### src/rtl/mux_arb_pkg.sv
// Shared constants and types for the round-robin word-mux arbiter.
// Contents: requester count, data width, select width, default stall
// limit, and the FSM state encoding.
package mux_arb_pkg;

    localparam int N_REQ           = 16;
    localparam int DW              = 32;
    localparam int SELW            = 4;
    localparam int TIMEOUT_DEFAULT = 255;

    typedef enum logic {
        IDLE = 1'b0,
        XFER = 1'b1
    } state_t;

endpackage

### src/rtl/mux_rr_arbiter_rr_pick.sv
// rr_pick: combinational round-robin winner search.
// Ports:
//   req   in  [N_REQ-1:0]  request vector
//   ptr   in  [SELW-1:0]   highest-priority index for this search
//   idx   out [SELW-1:0]   first requester at or after ptr (wrapping)
//   found out              any request present
// The request vector is rotated so that ptr lands on bit 0, a fixed
// lowest-index priority search runs on the rotated vector, and ptr is
// added back to recover the absolute index.
module rr_pick
    import mux_arb_pkg::*;
(
    input  logic [N_REQ-1:0] req,
    input  logic [SELW-1:0]  ptr,
    output logic [SELW-1:0]  idx,
    output logic             found
);

    logic [N_REQ-1:0] rot;
    logic [SELW-1:0]  pos;

    always_comb begin
        // SELW-bit index add wraps modulo N_REQ for free.
        for (int i = 0; i < N_REQ; i++) begin
            rot[i] = req[SELW'(i) + ptr];
        end
    end

    always_comb begin
        pos = '0;
        // Descending scan so the lowest set bit is the last assignment.
        for (int i = N_REQ - 1; i >= 0; i--) begin
            if (rot[i]) begin
                pos = SELW'(i);
            end
        end
    end

    assign idx   = pos + ptr;
    assign found = |req;

endmodule

### src/rtl/mux_rr_arbiter.sv
// mux_rr_arbiter: round-robin arbiter sharing one 32-bit output channel
// among 16 requesters, with a registered valid/ready output stage and a
// one-cycle grant acknowledge per accepted word.
// Ports:
//   clk          in   system clock, rising edge
//   rst          in   synchronous active-high reset
//   req          in   [15:0] per-source request, held until gnt
//   in_data      in   [511:0] source words, source i at [i*32 +: 32]
//   sel          out  [3:0] current/last winner (word mux select)
//   out_data     out  [31:0] captured word
//   out_valid    out  out_data valid
//   out_ready    in   downstream accepts out_data
//   gnt          out  [15:0] one-hot acknowledge, one cycle
//   busy         out  high while in XFER
//   err_timeout  out  one-cycle stall-abort pulse
// Optional feature: define MUX_ARB_TIMEOUT_EN to abort a transfer that
// is stalled for TIMEOUT cycles; otherwise err_timeout is tied low.
//
// state | meaning
// ------+----------------------------------------------------------
// IDLE  | no word held; arbitrate among req starting at ptr
// XFER  | word captured and offered downstream; wait for out_ready
module mux_rr_arbiter
   import mux_arb_pkg::*;
#(
   parameter int TIMEOUT = TIMEOUT_DEFAULT
)
(
   input  logic                clk,
   input  logic                rst,
   input  logic [N_REQ-1:0]    req,
   input  logic [N_REQ*DW-1:0] in_data,
   output logic [SELW-1:0]     sel,
   output logic [DW-1:0]       out_data,
   output logic                out_valid,
   input  logic                out_ready,
   output logic [N_REQ-1:0]    gnt,
   output logic                busy,
   output logic                err_timeout
);

   state_t           state_q, state_d;
   logic [SELW-1:0]  ptr_q, ptr_d;
   logic [SELW-1:0]  sel_q, sel_d;
   logic [DW-1:0]    out_data_q, out_data_d;
   logic             out_valid_q, out_valid_d;
   logic [N_REQ-1:0] gnt_q, gnt_d;

   logic [SELW-1:0]  pick_idx;
   logic             pick_found;
   logic [DW-1:0]    words [N_REQ];

   rr_pick u_rr_pick (
      .req   (req),
      .ptr   (ptr_q),
      .idx   (pick_idx),
      .found (pick_found)
   );

   always_comb begin
      for (int i = 0; i < N_REQ; i++) begin
         words[i] = in_data[i*DW +: DW];
      end
   end

`ifdef MUX_ARB_TIMEOUT_EN
   localparam logic [7:0] STALL_LIM = 8'(TIMEOUT);
   logic [7:0] stall_cnt_q, stall_cnt_d;
   logic       err_timeout_q, err_timeout_d;
`endif

   always_comb begin
      state_d     = state_q;
      ptr_d       = ptr_q;
      sel_d       = sel_q;
      out_data_d  = out_data_q;
      out_valid_d = out_valid_q;
      gnt_d       = '0;
`ifdef MUX_ARB_TIMEOUT_EN
      stall_cnt_d   = stall_cnt_q;
      err_timeout_d = 1'b0;
`endif
      case (state_q)
         IDLE: begin
            out_valid_d = 1'b0;
            if (pick_found) begin
               sel_d       = pick_idx;
               out_data_d  = words[pick_idx];
               out_valid_d = 1'b1;
               state_d     = XFER;
`ifdef MUX_ARB_TIMEOUT_EN
               stall_cnt_d = '0;
`endif
            end
         end
         XFER: begin
            if (out_ready) begin
               gnt_d       = N_REQ'(1) << sel_q;
               out_valid_d = 1'b0;
               ptr_d       = sel_q + SELW'(1);
               state_d     = IDLE;
            end
`ifdef MUX_ARB_TIMEOUT_EN
            else if (stall_cnt_q == STALL_LIM) begin
               out_valid_d   = 1'b0;
               err_timeout_d = 1'b1;
               ptr_d         = sel_q + SELW'(1);
               state_d       = IDLE;
            end else begin
               stall_cnt_d = stall_cnt_q + 8'd1;
            end
`endif
         end
         default: begin
            state_d     = IDLE;
            out_valid_d = 1'b0;
         end
      endcase
   end

   always_ff @(posedge clk) begin
      if (rst) begin
         state_q     <= IDLE;
         ptr_q       <= '0;
         sel_q       <= '0;
         out_data_q  <= '0;
         out_valid_q <= 1'b0;
         gnt_q       <= '0;
      end else begin
         state_q     <= state_d;
         ptr_q       <= ptr_d;
         sel_q       <= sel_d;
         out_data_q  <= out_data_d;
         out_valid_q <= out_valid_d;
         gnt_q       <= gnt_d;
      end
   end

`ifdef MUX_ARB_TIMEOUT_EN
   always_ff @(posedge clk) begin
      if (rst) begin
         stall_cnt_q   <= '0;
         err_timeout_q <= 1'b0;
      end else begin
         stall_cnt_q   <= stall_cnt_d;
         err_timeout_q <= err_timeout_d;
      end
   end

   assign err_timeout = err_timeout_q;
`else
   assign err_timeout = 1'b0;
`endif

   assign sel       = sel_q;
   assign out_data  = out_data_q;
   assign out_valid = out_valid_q;
   assign gnt       = gnt_q;
   assign busy      = (state_q == XFER);

endmodule
### config.mk
export PLATFORM = sky130hd
export DESIGN_NAME = mux_rr_arbiter
export DESIGN_NICKNAME = d
export VERILOG_FILES = /design/src/rtl/mux_arb_pkg.sv /design/src/rtl/mux_rr_arbiter_rr_pick.sv /design/src/rtl/mux_rr_arbiter.sv
export SDC_FILE = /design/constraint.sdc
export NUM_CORES = 1
export LEC_CHECK = 0
export ABC_AREA = 1
export BUFFER_PORTS_ARGS = -buffer_cell sky130_fd_sc_hd__buf_4
export CAP_MARGIN = 20
export CORE_AREA = 10 10 222 224
export DETAILED_ROUTE_END_ITERATION = 10
export DIE_AREA = 0 0 232 234
export GPL_TIMING_DRIVEN = 1
export PLACE_DENSITY = 0.43
export SLEW_MARGIN = 10
export SYNTH_ARGS = -nofsm -noshare
export SYNTH_HDL_FRONTEND = slang
export SYNTH_SLANG_ARGS = --single-unit
### constraint.sdc
create_clock -name clk -period 10.6 [get_ports clk]
set_input_delay 0 -clock clk [delete_from_list [all_inputs] [get_ports clk]]
set_output_delay 0 -clock clk [all_outputs]
set_load 0.02 [all_outputs]
==> flow_summary.yaml <==
run_status:
  outcome: "completed"
critical_path:
  cpPeakStageDelay_ns: 0.90
  endpoint_kind: "flop"
  arrival_ns: 7.52
  crit_top_cell: "nand2_1"
  path_delay_family: "buffers and inverters"
  cp-start-kind: "flop"
  critPathSlowestCell: "dfxtp_1"
  path_class: "flop to flop"
  worst_ep_required_time_ns: 10.88
  crit_buf_inv: 6
  worstPathMaxFanout: 106
final_layout:
  finalInstanceArea_mm2: 0.0142
  nNetsFinal: 2820
  synthToLayoutAreaGrowth_pct: 53.9
  drive_above_1_share_pct: 27.6
logic_synthesis:
  yosys_warnings: 0
  async_flop_share_pct: 0
  ys_types: 33
  yosys.area.top_type: "nand2_1"
  synthTopCellsByCount: "nand2_1, nand3_1, inv_1"
  ys_seq_elements: 58
  yosys.area.top_type_share_pct: 22.9
  synth_most_common_cell: "nand2_1"
  syn_area_mm2: 0.00926
  syn-num-nets: 2343
  synth_seq_area_share_pct: 12.5
  synth.area.top_cells: "nand2_1, nand3_1, dfxtp_1, inv_1, o21ai_0"
  ys.flop_type: "dfxtp_1"
  synth_edf_count: 0
  syn_inst: 1796
  avgSynthCellArea_um2: 5.16
detailed_routing:
  drc_errors: 0
  firstDrtPassIters: 5
  wirelength_mm: 66.6
  antenna_left: 0
  vias_per_cell: 4.76
  drt_iter0_drc: 868
  vias: 13700
  wire_per_inst_um: 23.1
power:
  internal-power_uw: 1020
  p_per_area_mw_per_mm2: 159
  power_frac_clock_pct: 14.8
  switching_power_uw: 1240
  vdd_drop_max_mv: 0.0974
  seq_power_share_pct: 12.9
  p_sw_share_pct: 54.8
  pwr-share-comb_pct: 72.3
  leakagePower_uw: 0.00790
floorplanning:
  ioPinCount: 586
  fp.dieH_um: 234
  initial_core_util_pct: 20.6
  dieArea_mm2: 0.0543
  core_area_mm2: 0.0449
  fp.dieW_um: 232
  rows: 78
flow_run:
  max-cap-violations: 0
timing:
  rsz0062_at_grt: "no"
  maxSlewViolCount: 0
  setup_tns_ns: 0
  slew_headroom_pct: 30.5
  worst_slew_pin_slew_ns: 1.04
  hold_viol_final: 0
  fin_crit_ns: 7.24
  skew_ns: 0.00845
  setup_viol: 0
  fmax_ghz: 0.138
  period_share_pct: 68.3
global_route:
  grt_overflow_total: 0
  grt_start_max_net_pins: 147
  grt_pass1_vias: 13900
  antenna_found_initial: 13
  grt_usage_pct: 23.1
  grt_pass1_wl_mm: 92.9
placed_design:
  numPortBuffers: 584
  post-dp-hpwl_mm: 53.9
  place_area_mm2: 0.0139
  gp_congestion: 0.913
cts:
  clk_pin_slew_ns: 0.06
  cts_tree: "built"
  cts_root_buf: "clkbuf_16"
  clk_latency_ns: 0.34
  postCtsSetupRepairBufs: 0
  htreeDepth: 3
  clock_sinks: 58
  cts_hold_buf: 1
  ctsResizeCount: 0
  cts_inserted_buffers: 9
  cts_buffer_depth: 2
hold_path:
  holdCritPathClass: "input port to flop"
## worst min-delay path: stages
cell and delay, ns:
buf_4 0.08, o21ai_1 0.06, nand3_1 0.06, nand2_1 0.06, a21oi_1 0.11
## power by group through the flow
stage	Combinational, uW	Clock, uW	Sequential, uW
6_report	1630	335	292
4_1_cts	1650	342	293
3_3_place_gp	1640	0	297
3_5_place_dp	1650	0	297
5_1_grt	1820	350	297
2_1_floorplan	1000	0	325
## area by class of cell
class                      count  area (um2)
timing repair buffer         600        4530
fill                        5239       30600
sequential                    58        1160
clock buffer                   9         225
multi-input combinational   1330        6440
inverter                     274        1030
tap                          600         751
antenna                        5        12.5
clock inverter                 7         101
## cell usage in the layout, fill, tap and decap left out, types with 9 or more instances in the layout
| cell | count |
|---|---|
| ha_1 | 15 |
| a21oi_1 | 79 |
| nand3_1 | 370 |
| buf_4 | 598 |
| clkbuf_16 | 9 |
| dfxtp_1 | 58 |
| inv_1 | 265 |
| nand3b_1 | 68 |
| o21ai_0 | 113 |
| o211ai_1 | 31 |
| nor2_1 | 16 |
| o21ai_1 | 30 |
| nor3_1 | 14 |
| nand2_1 | 563 |
## metal layers
metal / track usage (%) / wire length (um)
met1: 25.0 / 25000
met2: 43.4 / 35300
met3: 6.39 / 4780
met4: 5.80 / 1410
met5: 0 / 109
## per-stage QoR
| step | std cells | hold WS [ns] | setup WS, ns | util, % | power, uW |
|---|---|---|---|---|---|
| after floorplan | 1796 | 0.156 | 6.34 | - | 1330 |
| after global placement | 2860 | 0.329 | 3.19 | 30.9 | 1940 |
| after detailed placement | 2860 | 0.322 | 3.26 | 30.9 | 1940 |
| after CTS | 2877 | 0.0375 | 3.24 | 31.6 | 2290 |
| after global routing | 2882 | 0.0950 | 2.62 | 31.7 | 2470 |
| final | 2883 | 0.0521 | 3.36 | 31.7 | 2260 |
## cell families (layout without fill, tap and decap cells)
group,count (synthesis),after routing,synth area share (%)
buf+inv,408,890,18.5
compound gates,261,261,15.1
fa+ha+maj,16,16,2.24
simple gates,1041,1041,50.4
xor+xnor,11,11,1.12
flops,58,58,12.5
other cells,1,6,0.0405
## flip-flops by register name (all words and copies together), names as in the netlist
signal / flops
busy: 1
gnt: 16
out_data: 32
out_valid: 1
ptr_q: 4
sel: 4
## worst paths after layout
check | from | depth (start not counted) | slack, ns | endpoint
setup / recovery | ptr_q[0] | 31 | 3.36 | out_data[31]
hold / removal | in_data[406] | 5 | 0.05 | out_data[22]
setup reg to reg | ptr_q[0] | 31 | 3.36 | out_data[31]
hold reg to reg | out_valid | 2 | 0.49 | out_valid
Power figures use the tool's default switching activity.
